<file path="src/rtl/mips_cpu_pkg.sv">
// Shared types and helpers for the MIPS CPU memory path.
// MEM_UNIT_UNALIGNED_EN enables the LWL/LWR unaligned loads.
package mips_cpu_pkg;

   typedef enum logic [3:0] {
      OpFetch = 4'd0,
      OpLb    = 4'd1,
      OpLbu   = 4'd2,
      OpLh    = 4'd3,
      OpLhu   = 4'd4,
      OpLw    = 4'd5,
      OpLwl   = 4'd6,
      OpLwr   = 4'd7,
      OpSb    = 4'd8,
      OpSh    = 4'd9,
      OpSw    = 4'd10
   } mem_op_t;

   typedef enum logic [1:0] {
      StIdle,
      StBus,
      StRdata,
      StResp
   } mem_state_t;

   localparam logic [31:0] RESET_VECTOR = 32'hBFC00000;

   function automatic logic mem_op_is_store(input mem_op_t op);
      return op inside {OpSb, OpSh, OpSw};
   endfunction

   // True when the request must be refused without touching the bus.
   function automatic logic mem_op_reject(input mem_op_t op, input logic [1:0] a);
      case (op)
         OpLb, OpLbu, OpSb:    return 1'b0;
         OpLh, OpLhu, OpSh:    return a[0];
         OpLw, OpSw, OpFetch:  return a != 2'b00;
`ifdef MEM_UNIT_UNALIGNED_EN
         OpLwl, OpLwr:         return 1'b0;
`else
         OpLwl, OpLwr:         return 1'b1;
`endif
         default:              return 1'b1;
      endcase
   endfunction

   function automatic logic [3:0] mem_op_byteenable(input mem_op_t op, input logic [1:0] a);
      case (op)
         OpLb, OpLbu, OpSb: return 4'b0001 << a;
         OpLh, OpLhu, OpSh: return a[1] ? 4'b1100 : 4'b0011;
         default:           return 4'b1111;
      endcase
   endfunction

   function automatic logic [31:0] mem_op_wdata(input mem_op_t op, input logic [31:0] w);
      case (op)
         OpSb:    return {4{w[7:0]}};
         OpSh:    return {2{w[15:0]}};
         default: return w;
      endcase
   endfunction

endpackage

</file>
<file path="src/rtl/mips_cpu_load_format.sv">
// Load result formatting: lane select, sign/zero extension and LWL/LWR merge.
// The merge is only reachable when MEM_UNIT_UNALIGNED_EN admits LWL/LWR upstream.
module mips_cpu_load_format
   import mips_cpu_pkg::*;
(
   input  mem_op_t     op,
   input  logic [1:0]  addr,
   input  logic [31:0] word,
   input  logic [31:0] rt_old,
   output logic [31:0] result
);

   logic [7:0]  byte_w;
   logic [15:0] half_w;
   logic [4:0]  lwl_sh;
   logic [4:0]  lwr_sh;

   always_comb begin
      byte_w = word[{addr, 3'b000} +: 8];
      half_w = addr[1] ? word[31:16] : word[15:0];
      // 8*(3-k) == {~k,3'b000} for a 2-bit k
      lwl_sh = {~addr, 3'b000};
      lwr_sh = {addr, 3'b000};
      result = word;
      case (op)
         OpLb:    result = {{24{byte_w[7]}}, byte_w};
         OpLbu:   result = {24'h0, byte_w};
         OpLh:    result = {{16{half_w[15]}}, half_w};
         OpLhu:   result = {16'h0, half_w};
         OpLwl:   result = (word << lwl_sh) | (rt_old & ~(32'hFFFFFFFF << lwl_sh));
         OpLwr:   result = (word >> lwr_sh) | (rt_old & ~(32'hFFFFFFFF >> lwr_sh));
         default: result = word;
      endcase
   end

endmodule

</file>
<file path="src/rtl/mips_cpu_mem_unit.sv">
// Load/store unit bridging the core's request port to an Avalon-MM master.
// LWL/LWR are accepted only when MEM_UNIT_UNALIGNED_EN is defined.
module mips_cpu_mem_unit
   import mips_cpu_pkg::*;
#(
   parameter int unsigned MAX_WAIT = 64
) (
   input  logic        clk,
   input  logic        reset,
   input  logic        req_valid,
   output logic        req_ready,
   input  logic [3:0]  req_op,
   input  logic [31:0] req_addr,
   input  logic [31:0] req_wdata,
   input  logic [31:0] req_rt_old,
   output logic        resp_valid,
   output logic [31:0] resp_rdata,
   output logic        resp_err,
   output logic [31:0] address,
   output logic        read,
   output logic        write,
   input  logic        waitrequest,
   output logic [31:0] writedata,
   output logic [3:0]  byteenable,
   input  logic [31:0] readdata
);

   mem_state_t  state_q, state_d;
   mem_op_t     op_q, op_d;
   logic [1:0]  addr_lo_q, addr_lo_d;
   logic [31:0] rt_old_q, rt_old_d;
   logic [31:0] address_q, address_d;
   logic [3:0]  byteenable_q, byteenable_d;
   logic [31:0] writedata_q, writedata_d;
   logic        read_q, read_d;
   logic        write_q, write_d;
   logic [31:0] cnt_q, cnt_d;
   logic        resp_valid_q, resp_valid_d;
   logic        resp_err_q, resp_err_d;
   logic [31:0] resp_rdata_q, resp_rdata_d;

   mem_op_t     req_op_e;
   logic [31:0] load_result;

   assign req_op_e = mem_op_t'(req_op);

   mips_cpu_load_format u_load_format (
      .op     (op_q),
      .addr   (addr_lo_q),
      .word   (readdata),
      .rt_old (rt_old_q),
      .result (load_result)
   );

   always_comb begin
      state_d      = state_q;
      op_d         = op_q;
      addr_lo_d    = addr_lo_q;
      rt_old_d     = rt_old_q;
      address_d    = address_q;
      byteenable_d = byteenable_q;
      writedata_d  = writedata_q;
      read_d       = read_q;
      write_d      = write_q;
      cnt_d        = cnt_q;
      resp_valid_d = 1'b0;
      resp_err_d   = 1'b0;
      resp_rdata_d = resp_rdata_q;
      case (state_q)
         StIdle: begin
            if (req_valid) begin
               op_d      = req_op_e;
               addr_lo_d = req_addr[1:0];
               rt_old_d  = req_rt_old;
               if (mem_op_reject(req_op_e, req_addr[1:0])) begin
                  state_d      = StResp;
                  resp_valid_d = 1'b1;
                  resp_err_d   = 1'b1;
                  resp_rdata_d = '0;
               end else begin
                  state_d      = StBus;
                  address_d    = {req_addr[31:2], 2'b00};
                  byteenable_d = mem_op_byteenable(req_op_e, req_addr[1:0]);
                  writedata_d  = mem_op_wdata(req_op_e, req_wdata);
                  read_d       = !mem_op_is_store(req_op_e);
                  write_d      = mem_op_is_store(req_op_e);
                  cnt_d        = '0;
               end
            end
         end
         StBus: begin
            if (waitrequest) begin
               cnt_d = cnt_q + 32'd1;
               if (MAX_WAIT != 0 && cnt_q == 32'(MAX_WAIT - 1)) begin
                  read_d       = 1'b0;
                  write_d      = 1'b0;
                  state_d      = StResp;
                  resp_valid_d = 1'b1;
                  resp_err_d   = 1'b1;
                  resp_rdata_d = '0;
               end
            end else begin
               read_d  = 1'b0;
               write_d = 1'b0;
               if (read_q) begin
                  state_d = StRdata;
               end else begin
                  state_d      = StResp;
                  resp_valid_d = 1'b1;
                  resp_rdata_d = '0;
               end
            end
         end
         StRdata: begin
            state_d      = StResp;
            resp_valid_d = 1'b1;
            resp_rdata_d = load_result;
         end
         default: state_d = StIdle;
      endcase
   end

   always_ff @(posedge clk or negedge reset) begin
      if (!reset) begin
         state_q      <= StIdle;
         op_q         <= OpFetch;
         addr_lo_q    <= '0;
         rt_old_q     <= '0;
         address_q    <= '0;
         byteenable_q <= '0;
         writedata_q  <= '0;
         read_q       <= 1'b0;
         write_q      <= 1'b0;
         cnt_q        <= '0;
         resp_valid_q <= 1'b0;
         resp_err_q   <= 1'b0;
         resp_rdata_q <= '0;
      end else begin
         state_q      <= state_d;
         op_q         <= op_d;
         addr_lo_q    <= addr_lo_d;
         rt_old_q     <= rt_old_d;
         address_q    <= address_d;
         byteenable_q <= byteenable_d;
         writedata_q  <= writedata_d;
         read_q       <= read_d;
         write_q      <= write_d;
         cnt_q        <= cnt_d;
         resp_valid_q <= resp_valid_d;
         resp_err_q   <= resp_err_d;
         resp_rdata_q <= resp_rdata_d;
      end
   end

   assign req_ready  = (state_q == StIdle);
   assign resp_valid = resp_valid_q;
   assign resp_err   = resp_err_q;
   assign resp_rdata = resp_rdata_q;
   assign address    = address_q;
   assign byteenable = byteenable_q;
   assign writedata  = writedata_q;
   assign read       = read_q;
   assign write      = write_q;

endmodule

</file>
<file path="config.mk">
export PLATFORM = sky130hd
export DESIGN_NAME = mips_cpu_mem_unit
export DESIGN_NICKNAME = d
export VERILOG_FILES = /design/src/rtl/mips_cpu_pkg.sv /design/src/rtl/mips_cpu_load_format.sv /design/src/rtl/mips_cpu_mem_unit.sv
export SDC_FILE = /design/constraint.sdc
export NUM_CORES = 1
export LEC_CHECK = 0
export BUFFER_PORTS_ARGS = -buffer_cell sky130_fd_sc_hd__buf_2
export CAP_MARGIN = 0
export CORE_MARGIN = 3
export CORE_UTILIZATION = 45
export DETAILED_ROUTE_END_ITERATION = 6
export PLACE_DENSITY_LB_ADDON = 0.08
export SYNTH_ARGS = -nofsm -noshare
export SYNTH_HDL_FRONTEND = slang
export SYNTH_SLANG_ARGS = --single-unit
</file>
<file path="constraint.sdc">
create_clock -name clk -period 6.6 [get_ports clk]
set_input_delay 0.66 -clock clk [delete_from_list [all_inputs] [get_ports clk]]
set_output_delay 0.66 -clock clk [all_outputs]
set_load 0.02 [all_outputs]
</file>
==> impl_metrics.ini <==
[clock_tree]
clk_pin_slew_ns = 0.07
cts.sinks = 174
cts_setup_buffers = 0
cts_resized = 0
h-tree-depth = 4
cts.path.max_buffers = 2
root_buffer = clkbuf_16
clk_latency_ns = 0.44
cts_buffers = 17
ctsHoldBuffers = 0
cts_tree = done

[logic_synthesis]
synth_flop_cell = dfrtp_1
ys_seq_area_share_pct = 42.7
synth_top_area_share_pct = 42.7
synth_area_leaders = dfrtp_1 43%, mux2_2 12%, mux2i_1 8.6%, mux4_2 3.8%, o21ai_0 3.0%
synthArstFlopShare_pct = 100
syn_area_sq_um = 10200
synth.distinct_cells = 73
synth_edf_count = 0
syn_area_per_cell_sq_um = 10.6
synth-seq-cells = 174
syn_inst = 960
synth_warnings = 0
yosysTopAreaCell = dfrtp_1

[sta]
worstMarginPinSlew_ns = 1.01
finalHoldViolCount = 0
skew_ns = 0.0118
setup_violations = 0
tns_ns = 0
fmaxAchievable_mhz = 297
min_period_ns = 3.37
drv_slew = 0
post-route-period-util_pct = 51.1
rsz0062_at_grt = no
relSlewSlack_pct = 32.1

[route]
wl_per_cell_um = 20.2
dr_total_vias = 8507
drt_iter0_drc = 573
first_pass_iters = 5
vias_per_cell = 5.85
drt-total-wl_um = 29400
postRouteAntennaNets = 0
drc = 0

[worst_setup_path]
cp_slowest_cell = o31a_2
worst_ep_arrival_time_ns = 3.71
critical_path_buf_inv_count = 1
cpLargestDelayFamily = compound AO/OA/AOI/OAI gates
path_cells = inv_1 > ha_1 > and2_2 > o31a_2 > o21ai_1 > o31ai_1
required_ns = 6.94
crit_type = reg -> reg
slowest_delay_ns = 0.90
cp-end-kind = flop
path_max_fanout = 39
worst_setup_path_start_kind = flop

[pwr]
p_seq_share_pct = 32.0
power_density_nw_per_um2 = 441
combPwrFrac_pct = 47.5
total_power_mw = 5.37
ir_drop_uv = 207
p_leak_nw = 5.53
p_clk_share_pct = 20.5
p_int_mw = 3.15
switching_power_mw = 2.22
swShare_pct = 41.4

[grt]
grtUsageTotal_pct = 23.9
overflow = 0
grt_pass1_wl_um = 46200
antenna_found_initial = 3
grt_max_degree = 69
grt_pass1_vias = 8426

[outcome]
status = complete, no violations

[min_path]
hp-class = in -> async

[die]
core_area_sq_um = 22000
die_height_um = 157
ios = 241
initial_core_util_pct = 46.3
row_count = 54
fp.dieW_um = 157
die_area_sq_um = 24500

[layout]
mostFrequentLayoutCell = buf_2
num-fill-cells = 2010
area_growth_pct = 19.3
layoutNonFillerInstCount = 1453
finalNetCount = 1301
regArea_sq_um = 4360
design_area_sq_um = 12200
final_cell_mix = 237 x buf_2, 173 x dfrtp_1, 109 x mux2_2
multi_input_area_sq_um = 5390
utilization_pct = 55.3
drive_gt1_share_pct = 36.8

[place]
place_congestion = 0.854
placedCellCount = 1420
place_area_sq_um = 11500
io_buffers = 238
place_hpwl_um = 20500

[flow_run]
maxCapViolCount = 0
state kept, by name, summed over array words and instances, names as in the netlist:
signal and cells:
byteenable 4, resp_err 1, write 1, address 30, cnt_q 32, state_q 2, rt_old_q 32, writedata 32
resp_valid 1, resp_rdata 32, op_q 4, addr_lo_q 2, read 1
cells in the mapped netlist, types with 4 or more instances:
cell type and number:
mux2i_1 88, a31oi_1 11, nor4_1 10, dfrtp_1 174, a22oi_1 9, mux4_2 17, mux2_2 109, o31ai_1 5
o21ai_0 62, o21bai_1 9, buf_2 18, nor3_1 4, a21oi_1 29, nand4_1 22, a221oi_1 8, nand2b_1 19
inv_1 39, and3_1 6, clkbuf_1 33, nand3_1 15, o221ai_1 24, and2_1 7, buf_1 8, o22ai_1 19
a22o_1 15, nand2_1 80, ha_1 6, buf_4 12, nor2_1 35
worst register-to-register path: stages (launching register included):
cell     delay (ns)
dfrtp_1        0.42
inv_1          0.10
ha_1           0.44
and2_2         0.85
o31a_2         0.91
o21ai_1        0.26
o31ai_1        0.29
power by group through the flow:
| stage | registers (mW) | clock network (mW) | logic, mW |
|---|---|---|---|
| finish | 1.72 | 1.10 | 2.55 |
| global route | 1.77 | 1.17 | 2.76 |
| CTS | 1.72 | 1.12 | 2.57 |
| detailed placement | 1.73 | 0 | 2.56 |
| global placement | 1.73 | 0 | 2.53 |
| floorplan | 1.97 | 0 | 1.56 |
through the flow:
stage	worst slack, ns	hold slack [ns]
finish	3.23	0.206
global route	2.90	0.249
CTS	3.13	0.245
detailed placement	3.11	0.465
global placement	3.20	0.458
floorplan	4.18	0.364
metal layers:
metal / GRT usage [%] / wire length (um)
met5: 0 / 14
met4: 7.13 / 721
met3: 5.12 / 2020
met2: 40.2 / 14500
met1: 31.2 / 12100
cell type report:
| cell class | count | area share (%) |
|---|---|---|
| multi-input cells | 674 | 44.3 |
| flip-flops and latches | 174 | 35.8 |
| repair buffers | 251 | 10.6 |
| clock buffers | 17 | 3.49 |
| well taps | 280 | 2.88 |
| clock inverters | 14 | 1.65 |
| inverters | 41 | 1.26 |
| diodes | 2 | 0.0411 |
cell families (layout without fill, tap and decap cells):
group	after synthesis	count (layout)	share of synthesized area (%)
adder cells (fa/ha/maj)	6	6	0.736
AO/OA/AOI/OAI	229	229	16.2
flip-flops	174	174	42.7
buffers and inverters	113	323	4.89
other	1	4	0.0367
XOR/XNOR	1	1	0.0858
AND/OR/NAND/NOR	222	222	11.0
multiplexers	214	214	24.4
final timing paths:
| kind | startpoint | endpoint | slack, ns | cells past startpoint |
|---|---|---|---|---|
| min in group clk | req_rt_old[28] | rt_old_q[28] | 0.45 | 2 |
| worst max register to register | state_q[1] | cnt_q[24] | 3.23 | 6 |
| max in group asynchronous | reset | address[15] | 5.16 | 2 |
| worst max-delay path | state_q[1] | cnt_q[24] | 3.23 | 6 |
| worst min register to register | writedata[10] | writedata[10] | 0.47 | 2 |
| worst min-delay path | reset | address[19] | 0.21 | 1 |
Power figures use the tool's default switching activity.
